==> config.mk <==
export PLATFORM = sky130hd
export DESIGN_NAME = block_xfer_ctrl
export DESIGN_NICKNAME = d
export VERILOG_FILES = /design/src/rtl/block_xfer_ctrl.sv
export SDC_FILE = /design/constraint.sdc
export NUM_CORES = 1
export LEC_CHECK = 0
export CORE_MARGIN = 5
export CORE_UTILIZATION = 46
export CTS_CLUSTER_DIAMETER = 30
export CTS_CLUSTER_SIZE = 16
export DETAILED_ROUTE_END_ITERATION = 10
export HOLD_SLACK_MARGIN = 0.03
export PLACE_DENSITY = 0.77
export RECOVER_POWER = 50
export SLEW_MARGIN = 20
export SYNTH_ARGS = -nofsm -noshare
export SYNTH_HDL_FRONTEND = slang
export SYNTH_SLANG_ARGS = --single-unit
==> constraint.sdc <==
create_clock -name clk -period 2.8 [get_ports clk]
set_input_delay 0.42 -clock clk [delete_from_list [all_inputs] [get_ports clk]]
set_output_delay 0.42 -clock clk [all_outputs]
set_load 0.02 [all_outputs]
==> src/rtl/block_xfer_ctrl.sv <==
// block_xfer_ctrl: pipelined block copy between primary and secondary RAM.
// Moves len consecutive words (one per clock) in the direction given by dir.
//
// Ports:
//   clk, rst          clock, asynchronous active-high reset
//   start, dir, len   transfer request, direction (1 = load), word count
//   p_base, s_base    first primary / secondary address of the block
//   p_q, s_q          RAM read data (1-cycle latency)
//   p_addr/p_data/p_we  primary RAM port
//   s_addr/s_data/s_we  secondary RAM port
//   busy, done        transfer in progress, one-cycle completion pulse
//   checksum          (only with XFER_CHECKSUM_EN) sum of written words
//
// Optional feature macro: XFER_CHECKSUM_EN.

module block_xfer_ctrl #(
   parameter int DATA_W   = 16,
   parameter int P_ADDR_W = 16,
   parameter int S_ADDR_W = 15,
   parameter int LEN_W    = 8
) (
   input  logic                clk,
   input  logic                rst,
   input  logic                start,
   input  logic                dir,
   input  logic [LEN_W-1:0]    len,
   input  logic [P_ADDR_W-1:0] p_base,
   input  logic [S_ADDR_W-1:0] s_base,
   input  logic [DATA_W-1:0]   p_q,
   input  logic [DATA_W-1:0]   s_q,
   output logic [P_ADDR_W-1:0] p_addr,
   output logic [DATA_W-1:0]   p_data,
   output logic                p_we,
   output logic [S_ADDR_W-1:0] s_addr,
   output logic [DATA_W-1:0]   s_data,
   output logic                s_we,
`ifdef XFER_CHECKSUM_EN
   output logic [DATA_W-1:0]   checksum,
`endif
   output logic                busy,
   output logic                done
);

   localparam logic [1:0] ST_IDLE  = 2'd0;
   localparam logic [1:0] ST_RUN   = 2'd1;
   localparam logic [1:0] ST_FLUSH = 2'd2;
   localparam logic [1:0] ST_DONE  = 2'd3;

   // ------------------------------------------------------------
   // State and latched request
   // ------------------------------------------------------------
   logic [1:0]          r_state;
   logic                r_dir;
   logic [LEN_W-1:0]    r_len;
   logic [P_ADDR_W-1:0] r_p_base;
   logic [S_ADDR_W-1:0] r_s_base;
   logic [LEN_W-1:0]    r_rd_idx;
   logic [LEN_W-1:0]    r_wr_idx;

   // Registered outputs
   logic [P_ADDR_W-1:0] r_p_addr;
   logic [S_ADDR_W-1:0] r_s_addr;
   logic                r_p_we;
   logic                r_s_we;
   logic                r_busy;
   logic                r_done;

   // Next-state values
   logic [1:0]          w_state_nx;
   logic [LEN_W-1:0]    w_rd_idx_nx;
   logic [LEN_W-1:0]    w_wr_idx_nx;
   logic [P_ADDR_W-1:0] w_p_addr_nx;
   logic [S_ADDR_W-1:0] w_s_addr_nx;
   logic                w_p_we_nx;
   logic                w_s_we_nx;
   logic                w_busy_nx;
   logic                w_done_nx;

   logic                w_accept;
   logic                w_wr_act;
   logic                w_rd_last;
   logic [LEN_W-1:0]    w_rd_inc;
   logic [LEN_W-1:0]    w_wr_next;

   // ------------------------------------------------------------
   // Address helpers: offsets wrap modulo the address width
   // ------------------------------------------------------------
   function automatic logic [P_ADDR_W-1:0] f_p_off(
      input logic [P_ADDR_W-1:0] b,
      input logic [LEN_W-1:0]    i
   );
      return b + P_ADDR_W'(i);
   endfunction

   function automatic logic [S_ADDR_W-1:0] f_s_off(
      input logic [S_ADDR_W-1:0] b,
      input logic [LEN_W-1:0]    i
   );
      return b + S_ADDR_W'(i);
   endfunction

   assign w_accept  = (r_state == ST_IDLE) && start;
   assign w_wr_act  = r_p_we | r_s_we;
   assign w_rd_last = (r_rd_idx == (r_len - LEN_W'(1)));
   assign w_rd_inc  = r_rd_idx + LEN_W'(1);

   // The first write of a block uses index 0; later ones step by one.
   assign w_wr_next = w_wr_act ? (r_wr_idx + LEN_W'(1)) : '0;

   // ------------------------------------------------------------
   // Next-state logic
   // ------------------------------------------------------------
   always_comb begin
      w_state_nx  = r_state;
      w_rd_idx_nx = r_rd_idx;
      w_wr_idx_nx = r_wr_idx;
      w_p_addr_nx = r_p_addr;
      w_s_addr_nx = r_s_addr;
      w_p_we_nx   = 1'b0;
      w_s_we_nx   = 1'b0;
      w_busy_nx   = r_busy;
      w_done_nx   = 1'b0;

      unique case (r_state)
         ST_IDLE: begin
            if (start) begin
               w_rd_idx_nx = '0;
               w_wr_idx_nx = '0;
               // Source issues read 0 at its base; the other side
               // parks at its base until the first write.
               w_p_addr_nx = p_base;
               w_s_addr_nx = s_base;
               if (len != '0) begin
                  w_state_nx = ST_RUN;
                  w_busy_nx  = 1'b1;
               end else begin
                  w_state_nx = ST_DONE;
                  w_done_nx  = 1'b1;
               end
            end
         end

         ST_RUN: begin
            // The read issued now returns next cycle and is written then.
            w_wr_idx_nx = w_wr_next;
            if (r_dir) begin
               w_p_we_nx   = 1'b1;
               w_p_addr_nx = f_p_off(r_p_base, w_wr_next);
               if (!w_rd_last) begin
                  w_s_addr_nx = f_s_off(r_s_base, w_rd_inc);
               end
            end else begin
               w_s_we_nx   = 1'b1;
               w_s_addr_nx = f_s_off(r_s_base, w_wr_next);
               if (!w_rd_last) begin
                  w_p_addr_nx = f_p_off(r_p_base, w_rd_inc);
               end
            end
            if (w_rd_last) begin
               w_state_nx = ST_FLUSH;
            end else begin
               w_rd_idx_nx = w_rd_inc;
            end
         end

         ST_FLUSH: begin
            // Last write is on the bus this cycle.
            w_state_nx = ST_DONE;
            w_busy_nx  = 1'b0;
            w_done_nx  = 1'b1;
         end

         ST_DONE: begin
            w_state_nx = ST_IDLE;
         end

         default: begin
            w_state_nx = ST_IDLE;
            w_busy_nx  = 1'b0;
         end
      endcase
   end

   // ------------------------------------------------------------
   // Registers
   // ------------------------------------------------------------
   always_ff @(posedge clk or posedge rst) begin
      if (rst) begin
         r_state  <= ST_IDLE;
         r_dir    <= 1'b0;
         r_len    <= '0;
         r_p_base <= '0;
         r_s_base <= '0;
         r_rd_idx <= '0;
         r_wr_idx <= '0;
         r_p_addr <= '0;
         r_s_addr <= '0;
         r_p_we   <= 1'b0;
         r_s_we   <= 1'b0;
         r_busy   <= 1'b0;
         r_done   <= 1'b0;
      end else begin
         r_state  <= w_state_nx;
         r_rd_idx <= w_rd_idx_nx;
         r_wr_idx <= w_wr_idx_nx;
         r_p_addr <= w_p_addr_nx;
         r_s_addr <= w_s_addr_nx;
         r_p_we   <= w_p_we_nx;
         r_s_we   <= w_s_we_nx;
         r_busy   <= w_busy_nx;
         r_done   <= w_done_nx;
         if (w_accept) begin
            r_dir    <= dir;
            r_len    <= len;
            r_p_base <= p_base;
            r_s_base <= s_base;
         end
      end
   end

   // ------------------------------------------------------------
   // Outputs
   // ------------------------------------------------------------
   assign p_addr = r_p_addr;
   assign s_addr = r_s_addr;
   assign p_we   = r_p_we;
   assign s_we   = r_s_we;
   assign busy   = r_busy;
   assign done   = r_done;

   // Write data passes straight from the opposite RAM's read port.
   assign p_data = s_q;
   assign s_data = p_q;

`ifdef XFER_CHECKSUM_EN
   logic [DATA_W-1:0] r_cs;
   logic [DATA_W-1:0] w_wdata;

   assign w_wdata = r_dir ? s_q : p_q;

   always_ff @(posedge clk or posedge rst) begin
      if (rst) begin
         r_cs <= '0;
      end else if (w_accept) begin
         r_cs <= '0;
      end else if (w_wr_act) begin
         r_cs <= r_cs + w_wdata;
      end
   end

   assign checksum = r_cs;
`endif

endmodule
==> results by group, run 1 <==
Place
  • Inst Count DP: 850
  • Port bufs: 77
  • Hpwl dp: 11,200 um
  • Global placer's final weighted congestion: 0.870

Power
  • Sequential fraction of design power: 0.246
  • Overall power: 0.0103 W
  • Power share of the combinational group: 0.633
  • Int Pwr: 0.00609 W
  • Switching power of the nets: 0.00423 W
  • Part of the power in the clock network: 0.121
  • Pleak: 3.36 nW
  • Power Density: 1280 nW/um^2
  • Switching share of power: 0.410
  • Max VDD drop: 0.673 mV

Synth
  • Synth cell types: 64
  • Most common cell in the synthesized netlist: dfrtp_1
  • Synth Area in Compound Gates: 0.135
  • Top-area cell type share of the netlist area: 0.389
  • Ys flop type: dfrtp_1
  • Number of flip-flops and latches in the synthesized netlist: 93
  • Combinational family with the most area after synthesis: multiplexers
  • Main area contributors after synthesis: dfrtp_1, mux2_2, ha_1, buf_4, xnor2_1
  • Warnings from Yosys: 0
  • Cell type contributing the most total cell area after synthesis: dfrtp_1
  • Top cells by instance count after synthesis: dfrtp_1, mux2_2, nand2_1, nor2_1, buf_4
  • Post-synth EDFFs: 0
  • Synth Area in Adders: 0.0548
  • Total nets after synthesis: 689
  • Proportion of synthesized flip-flops having asynchronous set or reset: 1.00
  • Share of synthesized cell area in and, or, nand and nor gates: 0.123
  • Avg Cell Area, Syn: 10.2 sq um
  • Sequential share of the synthesized area: 0.389
  • Cells after Synth: 589
  • Share of cell area taken by muxes after synthesis: 0.161
  • Post-Synth XOR/XNOR Area: 0.0598
  • Netlist Area Pre-Place: 5980 sq um

Layout
  • Number of diodes added for antenna fixing: 0
  • Layout Cells excl Fill: 877
  • Filler cells: 929
  • Area delta synth->final: 34.9%
  • Fin util: 0.637
  • Fraction of final layout cells sized beyond drive strength 1: 0.376
  • Layout net count: 800

STA
  • Setup WS post-layout: -0.108 ns
  • Worst-case headroom to the max-slew limit: 0.0104
  • Setup repair after global routing missed its margin: yes
  • Final setup fails: 12
  • Worst Max-Slew Pin Slew: 1.48 ns
  • Maximum achievable frequency: 0.344 GHz
  • Final worst path period share: 1.04
  • Final-report hold violation count: 0
  • Final max-slew violation count: 0
  • Setup TNS: -0.529 ns
  • Min cycle time layout: 2.91 ns
  • Final Skew: 0.00729 ns

Detailed routing
  • Via count: 4,963
  • Post-route antenna net violation count: 0
  • Avg WL per Cell: 18.7 um
  • Average via count per standard cell: 5.66
  • Iteration count of the initial detailed-routing pass: 5
  • Total wire length after detailed routing: 16,400 um
  • DR iter-0 viols: 359
  • Post-detailed-route DRC marker count: 0

Worst setup path
  • Critical Path Sink Type: flip-flop
  • Reg-to-Reg Start: r_wr_idx[0]$_DFFE_PP0P_
  • Critical Path Start Type: flip-flop
  • Crit path cell chain: buf_6 > and3_4 > xor2_1 > nand2_2 > o21ai_2 > ha_4 > and3_4 > a2111oi_4 > o21ba_4 > a311o_1 > o31ai_1 > mux2_2
  • Launching instance or port of the critical path: r_wr_idx[0]$_DFFE_PP0P_
  • Worst-path cell with the longest stage delay: a2111oi_4
  • CP required: 3.03 ns
  • Maximum net fanout on the critical path: 4
  • Worst reg2reg endpoint: s_addr[9]$_DFFE_PP0P_
  • R2R Setup Slk: -0.11 ns
  • Cell seen most often among critical-path stages: and3_4
  • Worst setup path class: flip-flop to flip-flop
  • Destination of the critical timing path: s_addr[9]$_DFFE_PP0P_
  • CP peak stage delay: 0.44 ns
  • Length in cells of the worst reg-to-reg path: 12
  • CP Data Arrival Time: 3.14 ns

Clock tree
  • CTS tree: built
  • Cell at the root of the clock tree: clkbuf_16
  • Cts bufs inserted: 9
  • CTS sink cnt: 93
  • Count of hold buffers inserted by post-cts repair: 0
  • Maximum buffer depth of the clock tree: 2
  • Clock insertion delay at the later pin of the skew report: 0.35 ns
  • Clock transition at path regs: 0.06 ns
  • H-tree level count: 3

Die
  • Core footprint: 12,700 sq um
  • Top-level I/O count: 142
  • DIE HEIGHT: 124 um
  • Horizontal die dimension: 124 um
  • Die Outline Area: 15,400 sq um
  • Initial Util: 0.472
  • Placement row count: 41

GRT
  • Grt ovf: 0
  • Number of global-route vias before repair: 5,131
  • Maximum number of pins on one net before global-route repair: 37
  • Wire length of the first global-routing pass: 24,900 um
  • Number of antenna violations at the first check in global routing: 0
  • Global Route Usage Sum: 0.206

Min path
  • Worst Hold Class: flip-flop to flip-flop

Run status
  • Result of the run: finished, violations left
  • Failing checks: capacitance limit, setup timing

Job
  • Max-Cap Viols: 1
==> power groups by stage <==
stage               sequential, W  clock (W)  combinational, W
floorplan                 0.00265          0           0.00350
global placement          0.00245          0           0.00546
detailed placement        0.00248          0           0.00566
CTS                       0.00249    0.00126           0.00600
global route              0.00261    0.00133           0.00702
finish                    0.00254    0.00125           0.00654
==> timing repair <==
item | in CTS | in global routing
gates cloned | 0 | 0
pin swaps | 18 | 31
gates resized for setup | 46 | 63
setup buffers | 6 | 7
setup endpoints to repair | 21 | 22
==> worst min-delay path by stage <==
stage | from | to | slack, ns | cells past startpoint
3_3_place_gp | r_wr_idx[7]$_DFFE_PP0P_ | r_wr_idx[7]$_DFFE_PP0P_ | 0.49 | 2
4_1_cts | s_addr[8]$_DFFE_PP0P_ | s_addr[8]$_DFFE_PP0P_ | 0.51 | 1
3_5_place_dp | p_addr[4]$_DFFE_PP0P_ | p_addr[4]$_DFFE_PP0P_ | 0.50 | 1
5_1_grt | s_addr[3]$_DFFE_PP0P_ | s_addr[3]$_DFFE_PP0P_ | 0.53 | 1
6_report | s_addr[8]$_DFFE_PP0P_ | s_addr[8]$_DFFE_PP0P_ | 0.51 | 1
2_1_floorplan | r_wr_idx[1]$_DFFE_PP0P_ | r_wr_idx[1]$_DFFE_PP0P_ | 0.47 | 2
==> routing by layer <==
metal | vias to the layer above | share of wire | global-route usage
li1 | 2311 | - | -
met1 | 2464 | 0.42 | 0.250
met2 | 146 | 0.52 | 0.362
met3 | 42 | 0.040 | 0.0422
met4 | 0 | 0.024 | 0.0746
met5 | - | 0 | 0
==> area by class of cell <==
type	instances	area, sq um	area share
Sequential cell	93	2330	0.289
Timing Repair Buffer	159	1450	0.180
Inverter	17	65.1	0.00806
Clock buffer	13	250	0.0310
Tap cell	172	215	0.0267
Multi-Input combinational cell	420	3720	0.461
Clock inverter	3	45.0	0.00558
==> worst max-delay path, delay by kind of cell (launching register included) <==
| kind | cells | cell delay, ns |
|---|---|---|
| AND/OR/NAND/NOR | 3 | 0.48 |
| flip-flops | 1 | 0.40 |
| multiplexers | 1 | 0.27 |
| buffers and inverters | 1 | 0.13 |
| XOR/XNOR | 1 | 0.20 |
| adder cells (fa/ha/maj) | 1 | 0.24 |
| AO/OA/AOI/OAI | 5 | 1.06 |
==> cells in the final DEF, fill, tap and decap left out, types with 4 or more instances in the layout <==
cell type,n
clkbuf_16,9
o31ai_1,6
nand2_2,8
a22o_1,5
ha_4,13
clkdlybuf4s50_1,76
a21oi_1,21
o21ai_0,12
o211ai_1,5
mux2_4,8
nor3_1,12
a21o_1,5
mux2_2,68
nand2_1,35
xor2_1,15
nand3_1,12
inv_1,16
buf_6,6
dfrtp_1,92
nor2_1,36
o21ai_2,6
buf_4,70
a21oi_2,9
o2bb2ai_1,6
xnor2_1,17
nor2b_1,4
a211oi_1,5
o21a_1,4
ha_1,7
and3_1,4
mux2i_1,5
xnor2_2,5
nand3_2,6
o21ai_1,4
==> kinds of logic (layout without fill, tap and decap cells) <==
family                   after synthesis  count (layout)
AND/OR/NAND/NOR                      152             152
buffers and inverters                 76             192
AO/OA/AOI/OAI                        119             119
multiplexers                          84              84
adder cells (fa/ha/maj)               25              25
flip-flops                            93              93
XOR/XNOR                              40              40
==> per-stage QoR <==
step	area (sq um)	hold slack [ns]	setup slack, ns
after global placement	7200	0.488	-0.105
after floorplan	6020	0.468	-0.0356
after global routing	8070	0.529	-0.199
after CTS	7710	0.512	0.00231
after detailed placement	7200	0.496	-0.164
final	8070	0.508	-0.108
==> flip-flops by register name (all words and copies together) (netlist names) <==
name and flops:
p_we 1, done 1, p_addr 16, s_addr 15
r_p_base 16, r_len 8, r_rd_idx 8, s_we 1
r_s_base 15, r_state 2, busy 1, r_dir 1
r_wr_idx 8
(Power assumes the default switching activity.)
==> run 2, diff against run 1 <==
Settings changed: SKIP_CTS_REPAIR_TIMING set to 1.
==> run 2 against run 1 <==
The run still ends with capacitance limit, setup timing left. Hold slack better by 0.0020 ns. Clock power about the same. Die area unchanged. Setup slack better by 0.040 ns. Combinational power down 3%. Clock skew about the same. Design area down 0.53%. Flip-flop and latch count unchanged. Critical endpoint is now p_addr[13]$_DFFE_PP0P_. Largest power group unchanged.
==> results by group, run 2 (synthesis gave the netlist of run 1 again) <==
Detailed routing
  • Total wire length after detailed routing: 16,200 um
  • Average via count per standard cell: 5.66
  • DR iter-0 viols: 360
  • Via count: 4,978
  • Iteration count of the initial detailed-routing pass: 5
  • Post-detailed-route DRC marker count: 0
  • Post-route antenna net violation count: 0
  • Avg WL per Cell: 18.4 um

Worst setup path
  • Launching instance or port of the critical path: r_rd_idx[0]$_DFFE_PP0P_
  • R2R Setup Slk: -0.07 ns
  • Length in cells of the worst reg-to-reg path: 13
  • Critical Path Sink Type: flip-flop
  • CP required: 3.03 ns
  • Critical Path Start Type: flip-flop
  • Reg-to-Reg Start: r_rd_idx[0]$_DFFE_PP0P_
  • Worst reg2reg endpoint: p_addr[13]$_DFFE_PP0P_
  • Maximum net fanout on the critical path: 6
  • Destination of the critical timing path: p_addr[13]$_DFFE_PP0P_
  • CP Data Arrival Time: 3.10 ns
  • Worst setup path class: flip-flop to flip-flop

Clock tree
  • Cell at the root of the clock tree: clkbuf_16
  • CTS sink cnt: 93
  • Clock transition at path regs: 0.06 ns
  • Cts bufs inserted: 9
  • Maximum buffer depth of the clock tree: 2
  • CTS tree: built
  • H-tree level count: 3
  • Clock insertion delay at the later pin of the skew report: 0.35 ns

STA
  • Worst-case headroom to the max-slew limit: 0.00657
  • Final Skew: 0.00709 ns
  • Final setup fails: 6
  • Setup WS post-layout: -0.0679 ns
  • Worst Max-Slew Pin Slew: 1.48 ns
  • Setup TNS: -0.203 ns
  • Final-report hold violation count: 0
  • Maximum achievable frequency: 0.349 GHz
  • Final worst path period share: 1.02
  • Setup repair after global routing missed its margin: yes
  • Final max-slew violation count: 0
  • Min cycle time layout: 2.87 ns

GRT
  • Global Route Usage Sum: 0.201
  • Wire length of the first global-routing pass: 24,400 um
  • Grt ovf: 0
  • Number of antenna violations at the first check in global routing: 0
  • Maximum number of pins on one net before global-route repair: 37
  • Number of global-route vias before repair: 5,024

Power
  • Max VDD drop: 0.650 mV
  • Overall power: 0.0101 W
  • Pleak: 3.37 nW
  • Power Density: 1260 nW/um^2

Layout
  • Area delta synth->final: 34.2%
  • Fraction of final layout cells sized beyond drive strength 1: 0.371
  • Layout Cells excl Fill: 879
  • Number of diodes added for antenna fixing: 0
  • Highest-count cells in the layout ignoring fill and taps: dfrtp_1, clkdlybuf4s50_1, buf_4
  • Most common cell after layout, fill and taps aside: dfrtp_1
  • Layout net count: 802

Die
  • Die Outline Area: 15,400 sq um
  • Horizontal die dimension: 124 um
  • Placement row count: 41
  • DIE HEIGHT: 124 um
  • Core footprint: 12,700 sq um
  • Top-level I/O count: 142
  • Initial Util: 0.472

Place
  • Global placer's final weighted congestion: 0.870
  • Setup slack after placement: -0.164 ns
  • Hpwl dp: 11,200 um
  • Port bufs: 77
  • Inst Count DP: 850

Min path
  • Worst Hold Class: flip-flop to flip-flop

Run status
  • Result of the run: finished, violations left
  • Failing checks: capacitance limit, setup timing

Job
  • Max-Cap Viols: 1
==> run 2: where the power goes <==
part           leakage (nW)  internal [W]  switching (W)
Sequential             1.13       0.00196       0.000569
Clock                 0.136      0.000718       0.000529
Combinational          2.10       0.00330        0.00305
Total                  3.37       0.00598        0.00415
==> run 2: how the worst min path moves through the flow <==
| stage | from | slack (ns) | depth (start not counted) | endpoint |
|---|---|---|---|---|
| global placement | r_wr_idx[7]$_DFFE_PP0P_ | 0.49 | 2 | r_wr_idx[7]$_DFFE_PP0P_ |
| finish | p_addr[14]$_DFFE_PP0P_ | 0.51 | 1 | p_addr[14]$_DFFE_PP0P_ |
| floorplan | r_wr_idx[1]$_DFFE_PP0P_ | 0.47 | 2 | r_wr_idx[1]$_DFFE_PP0P_ |
| detailed placement | p_addr[4]$_DFFE_PP0P_ | 0.50 | 1 | p_addr[4]$_DFFE_PP0P_ |
| global route | s_addr[8]$_DFFE_PP0P_ | 0.53 | 1 | s_addr[8]$_DFFE_PP0P_ |
| CTS | s_addr[8]$_DFFE_PP0P_ | 0.51 | 1 | s_addr[8]$_DFFE_PP0P_ |
==> run 2: worst max-delay path, cell delays in order (launching register included) <==
cell     delay (ns)
dfrtp_1        0.44
ha_4           0.20
nand3_4        0.10
xnor2_1        0.22
buf_4          0.16
nor2_1         0.04
a21oi_2        0.18
ha_4           0.25
nor4_2         0.19
nor3_2         0.08
a21oi_2        0.28
nor3_2         0.07
o31a_1         0.28
mux2_2         0.26
==> run 2: final cells by class <==
type	instances	area [sq um]
Fill cell	949	4640
Clock inverter	3	45.0
Sequential cell	93	2330
Multi-Input combinational cell	420	3650
Tap cell	172	215
Timing Repair Buffer	161	1470
Inverter	17	65.1
Clock buffer	13	250
==> run 2: stage by stage <==
step	area, sq um	util	hold slack [ns]
after CTS	7500	0.592	0.512
after floorplan	6020	-	0.468
final	8030	0.633	0.510
after global placement	7200	0.568	0.488
after detailed placement	7200	0.568	0.496
after global routing	8030	0.633	0.526
==> run 2: per-layer routing <==
metal  vias to the layer above  wire, um  track usage  share of wire
met4                         0       365       0.0657          0.023
met5                         -         0            0              0
met1                      2457      6620        0.245           0.41
met2                       166      8340        0.356           0.52
met3                        37       833       0.0413          0.052
li1                       2318         -            -              -
